[src/rtl/prog_counter.sv]
// Programmable up/down counter with run-time terminal value, saturate/wrap mode,
// parallel load and a registered one-cycle wrap pulse.
module prog_counter #(
  parameter int              WIDTH     = 9,
  parameter logic [WIDTH-1:0] LIMIT_RST = {WIDTH{1'b1}},
  parameter logic            MODE_RST  = 1'b0
) (
  input  logic             clk,
  input  logic             rst,
  input  logic             setZ,
  input  logic             run,
  input  logic             dir,
  input  logic             load,
  input  logic [WIDTH-1:0] load_val,
  input  logic             limit_wr,
  input  logic [WIDTH-1:0] limit_val,
  input  logic             mode_wr,
  input  logic             mode_val,
  output logic [WIDTH-1:0] count,
  output logic [WIDTH-1:0] limit,
  output logic             flag,
  output logic             wrap_pulse
);

  localparam logic [WIDTH-1:0] ZERO = '0;
  localparam logic [WIDTH-1:0] ONE  = {{(WIDTH-1){1'b0}}, 1'b1};

  logic [WIDTH-1:0] count_reg, count_next;
  logic [WIDTH-1:0] limit_reg, limit_next;
  logic             mode_reg, mode_next;
  logic             wrap_reg, wrap_next;

  logic [WIDTH-1:0] step_val;
  logic             step_wrap;
  logic [WIDTH-1:0] load_clamped;

  // One run step in the current direction. Increment/decrement are only selected
  // when they cannot overflow, so no carry/borrow handling is needed.
  always_comb begin
    step_val  = count_reg;
    step_wrap = 1'b0;
    if (!dir) begin
      if (count_reg < limit_reg) begin
        step_val = count_reg + ONE;
      end else if (mode_reg) begin
        step_val  = ZERO;
        step_wrap = 1'b1;
      end else begin
        step_val = limit_reg;
      end
    end else begin
      if (count_reg > limit_reg) begin
        step_val = limit_reg;
      end else if (count_reg != ZERO) begin
        step_val = count_reg - ONE;
      end else if (mode_reg) begin
        step_val  = limit_reg;
        step_wrap = 1'b1;
      end else begin
        step_val = ZERO;
      end
    end
  end

  assign load_clamped = (load_val > limit_reg) ? limit_reg : load_val;

  always_comb begin
    count_next = count_reg;
    wrap_next  = 1'b0;
    if (setZ) begin
      count_next = ZERO;
    end else if (load) begin
      count_next = load_clamped;
    end else if (run) begin
      count_next = step_val;
      wrap_next  = step_wrap;
    end
  end

  // Limit and mode writes sit outside the count priority chain; they only take
  // effect for the following cycle.
  always_comb begin
    limit_next = limit_wr ? limit_val : limit_reg;
    mode_next  = mode_wr ? mode_val : mode_reg;
  end

  always_ff @(posedge clk) begin
    if (rst) begin
      count_reg <= ZERO;
      limit_reg <= LIMIT_RST;
      mode_reg  <= MODE_RST;
      wrap_reg  <= 1'b0;
    end else begin
      count_reg <= count_next;
      limit_reg <= limit_next;
      mode_reg  <= mode_next;
      wrap_reg  <= wrap_next;
    end
  end

  assign count      = count_reg;
  assign limit      = limit_reg;
  assign wrap_pulse = wrap_reg;
  assign flag       = dir ? (count_reg == ZERO) : (count_reg >= limit_reg);

endmodule

[config.mk]
export PLATFORM = sky130hd
export DESIGN_NAME = prog_counter
export DESIGN_NICKNAME = d
export VERILOG_FILES = /design/src/rtl/prog_counter.sv
export SDC_FILE = /design/constraint.sdc
export NUM_CORES = 1
export LEC_CHECK = 0
export ABC_AREA = 1
export BUFFER_PORTS_ARGS = -buffer_cell sky130_fd_sc_hd__buf_2
export CAP_MARGIN = 20
export CORE_UTILIZATION = 35
export DETAILED_ROUTE_END_ITERATION = 6
export GPL_TIMING_DRIVEN = 0
export SLEW_MARGIN = 20
export SYNTH_ARGS = -nofsm -noshare
export SYNTH_HDL_FRONTEND = slang
export SYNTH_SLANG_ARGS = --single-unit
[constraint.sdc]
create_clock -name clk -period 4.8 [get_ports clk]
set_clock_uncertainty 0.2 [all_clocks]
set_input_delay 0 -clock clk [delete_from_list [all_inputs] [get_ports clk]]
set_output_delay 0 -clock clk [all_outputs]
set_load 0.005 [all_outputs]
# Word level (Yosys, flattened, before mapping)
# Cells that the tools add are included.
# op_classes
addsub	2
multipliers	0
div	0
n_lt_le_gt_ge	4
n_eq_ne	0
shifts	0
mux	15
bitwise_logic	1
n_reduce_logical	5
# op_table
cell	count
9-bit 2-to-1 mux	9
9-bit greater-than comparator	2
9-bit by 1-bit adder with 9-bit output, second input constant	1
9-bit greater-or-equal comparator	1
9-bit logical NOT	1
9-bit less-than comparator	1
9-bit nonzero test	1
9-bit by 1-bit subtractor with 9-bit output, second input constant	1
1-bit 2-to-1 mux	6
4-bit OR reduction	1
2-bit nonzero test	1
2-bit OR reduction	1
1-bit inverter	1
# totals
regBits	20
latch_bits	0
mem_bits_rw	0
romBits	0
input_bits	27
output_inout_bits	20
word_cells	31
n_memories	0

# Depth between registers and ports, before layout
# logic_depth
ltp_word	6
mapped_depth	15
ltp_nobuf	15

# Least setup slack after synthesis
# Ideal clock, no wire load.
# synth_timing
path_kind	reg2reg
startpoint	reg limit_reg[8], in the netlist limit[8]
endpoint	reg count_reg[6], in the netlist count[6]
setup_ns	0.112
t_arrival_ns	1.717
t_required_ns	4.488
slack_ns	2.771
path_stages_with_launch	13
path_buffers	1
period_less_slack_ns	2.029
path_cell_list	dfxtp_1 > inv_1 > ha_1 > a21o_1 > nor2_4 > nand3_2 > buf_6 > nand2_4 > inv_2 > a22oi_1 > nand2_1 > nand2_1 > nand2_1
# synth_via
elab_chain_len	5
elab_cells_between_ends	9
classes_between	order compare (3); mux (6)
# synth_lines
element	line_no	rtl
start: declaration	29	logic [WIDTH-1:0] limit_reg, limit_next;
start signal: assignment	95	limit_reg <= limit_next;
9-bit less-than comparator / 9-bit greater-than comparator (equally long branches)	43, 52	
9-bit 2-to-1 mux (on tied branches)	43, 52	
9-bit 2-to-1 mux	42	if (!dir) begin
9-bit 2-to-1 mux	74	end else if (run) begin
9-bit 2-to-1 mux (*)	72	end else if (load) begin
end signal: assignment	94	count_reg <= count_next;
end: declaration	28	logic [WIDTH-1:0] count_reg, count_next;
# Mark *: on every way between the ends. The rest lies on a longest branch, timed or not. The select of a mux whose other input is x is not followed.
# A chain may end at the register's enable or synchronous reset.

# Worst setup path in the final report
# layout_timing
startpoint	reg limit_reg[4], in the netlist limit[4]
endpoint	reg count_reg[2], in the netlist count[2]
# Same word-level chain as after synthesis.

==> out/metrics.cfg <==
[outcome]
status = finished clean

[worst_hold_path]
hold-path-cell-count = 4
hp-start = dir
whs_endpoint = wrap_pulse
holdCritPathClass = input pin to flip-flop

[clocking]
htreeDepth = 1
ctsLongestPathBuffers = 2
cts_root_buf = clkbuf_8
postCtsHoldBufs = 27
cts-resized-gates = 0
cts_sinks = 20
cts_tree = done
clk_latency_ns = 0.27
cts_setup_buffers = 0
clk_pin_slew_ns = 0.08
numCtsBuffers = 3

[floorplan]
die_h_um = 81.6
initial_core_util_pct = 36.8
core-area_um2 = 6030
ios = 47
die_area_um2 = 6650
rows = 28
die_w_um = 81.6

[pwr]
ir_worst_vdd_uv = 107
powerDensity_nw_per_um2 = 196
p_leak_nw = 1.53

[synthesis]
synth_xor_xnor_area_share_pct = 2.37
synth_area_per_cell_um2 = 6.35
netlist_instances = 349
synth_compound_area_share_pct = 17.0
synth_area_leader_cell = dfxtp_1
ys_warn_count = 0
synth_top_family_by_area = simple AND/OR/NAND/NOR gates
synth_cell_types = 33
synth-adder-area-share_pct = 11.3
syn_area_um2 = 2220
yosys_register_bits = 20
yosysTopAreaCellShare_pct = 18.1
netlist_top_cells_area = dfxtp_1 (18%), nand2_1 (15%), ha_1 (11%), inv_1 (6.3%), nor2_1 (6.3%)
seq_area_frac_synth_pct = 18.1
synth_mux_area_share_pct = 0
syn-num-nets = 396
synthSimpleGateAreaFrac_pct = 39.7

[timing]
fin_crit_sh_pct = 70.0
period_minus_slack_ns = 3.36
rsz0062_at_grt = false
finalHoldViolCount = 0
worst_slew_pin_slew_ns = 0.447
finalSetupViolCount = 0
tns_ns = 0
slew_headroom_pct = 70.2
fmax_mhz = 298
slew_violations = 0

[worst_setup_path]
cp-startpoint = limit[4]
arrival_ns = 3.38
regToRegEndpoint = count[2]
cpMaxStageDelayCell = dlygate4sd3_1
critPathMaxFanout = 9
crit_type = flip-flop to flip-flop
crit_top_cell = nand2_1
r2r_slack_ns = 1.44
r2r_start = limit[4]
cp-end-kind = flip-flop
cp.required_ns = 4.82
crit_chain = inv_1 > ha_1 > nand2_1 > nor2_1 > nand3b_1 > nand3_2 > nand2_2 > inv_2 > nor2_1 > o21ai_1 > dlygate4sd3_1 > nand2_1 > dlygate4sd3_1 > nand2_1
r2r_cells = 14
crit_family = buffers and inverters
start_kind = flip-flop
slowest_delay_ns = 0.58
crit_buf_inv = 4

[route]
drc = 0
wl_um = 7170
first_pass_iters = 5
vias = 2546
avgRoutedWirePerCell_um = 14.4
via_per_inst = 5.10
drtIter0Drc = 227
ant_nets = 0

[global_routing]
grt_pass1_vias = 2322
grt_pass1_wl_um = 11500
grt_overflow_total = 0
grt_antenna_before_repair = 0
grt_max_degree = 11
grtUsageTotal_pct = 22.8

[layout]
nNetsFinal = 473
num_antenna_cells = 0
areaGrowthSynthToFinish_pct = 28.5
layout_commonest_cell = nand2_1
drive_gt1_share_pct = 21.5
most-common-layout-cells = nand2_1 (91), buf_2 (48), inv_1 (37), nor2_1 (37), dlygate4sd3_1 (27)
regArea_um2 = 400
fill_cells = 663
fin_cells = 499
multi_input_area_um2 = 1560

[place]
post-dp-hpwl_um = 5440
portBuffers = 45
place_congestion = 0.896
dpl.cell_count = 469

[run]
cap_violations = 0

[report_power, final]
group | internal [mW] | switching, mW
logic | 0.102 | 0.147
clock network | 0.0562 | 0.0632
registers | 0.176 | 0.0144
[logic make-up (layout without fill, tap and decap cells)]
group                      after synthesis  count (layout)
buffers and inverters                   55             130
xor gates and xnor gates                 6               6
adders and majority gates               20              20
and+or+nand+nor                        186             186
AOI/OAI and AO/OA                       62              62
DFF                                     20              20
[layout make-up]
cell class | count | area share [%]
Sequential cell | 20 | 14.1
Buffer | 13 | 3.30
Multi-Input combinational cell | 274 | 54.8
Inverter | 42 | 5.71
Timing Repair Buffer | 72 | 17.4
Clock buffer | 3 | 1.45
Tap cell | 75 | 3.30
[through the flow]
stage	utilization (%)	total power [mW]	setup WS, ns	hold slack, ns	area, µm²
4_1_cts	47.2	0.553	1.47	0.0153	2850
3_3_place_gp	42.1	0.417	2.44	0.0139	2530
5_1_grt	47.2	0.596	1.25	0.0451	2850
2_1_floorplan	-	0.352	2.77	-0.0775	2220
3_5_place_dp	42.1	0.419	2.40	0.0168	2530
6_report	47.2	0.559	1.44	0.0188	2850
[worst register-to-register path, delay by kind of cell (launching register included)]
| kind | cells | cell delay, ns |
|---|---|---|
| flops | 1 | 0.39 |
| simple gates | 8 | 0.74 |
| compound gates | 1 | 0.13 |
| fa+ha+maj | 1 | 0.36 |
| buf+inv | 4 | 1.50 |
[worst max path at each step]
| stage | to | slack, ns | cells after the start |
|---|---|---|---|
| 6_report | count[2] | 1.44 | 14 |
| 5_1_grt | count[2] | 1.25 | 14 |
| 4_1_cts | count[2] | 1.47 | 14 |
| 3_5_place_dp | count[6] | 2.40 | 15 |
| 3_3_place_gp | count[4] | 2.44 | 14 |
| 2_1_floorplan | count[6] | 2.77 | 12 |
[cell usage after synthesis (all sizes together)]
cell and n:
a21o 1, o211ai 7, dfxtp 20, nand4 6
nand3 33, a21oi 17, clkbuf 4, o22ai 1
a211oi 1, clkinv 1, o21ai 31, inv 41
nor2 44, buf 9, xor2 6, nor3 2
a22oi 4, nand3b 4, nand2 97, ha 20
[routing by layer]
metal / track usage (%) / vias up / part of all wire [%]
met2: 40.2 / 113 / 48
met4: 5.26 / 0 / 1.0
li1: - / 1291 / -
met1: 30.2 / 1133 / 45
met5: 0 / - / 0
met3: 1.33 / 9 / 6.7
(Power assumes the default switching activity.)
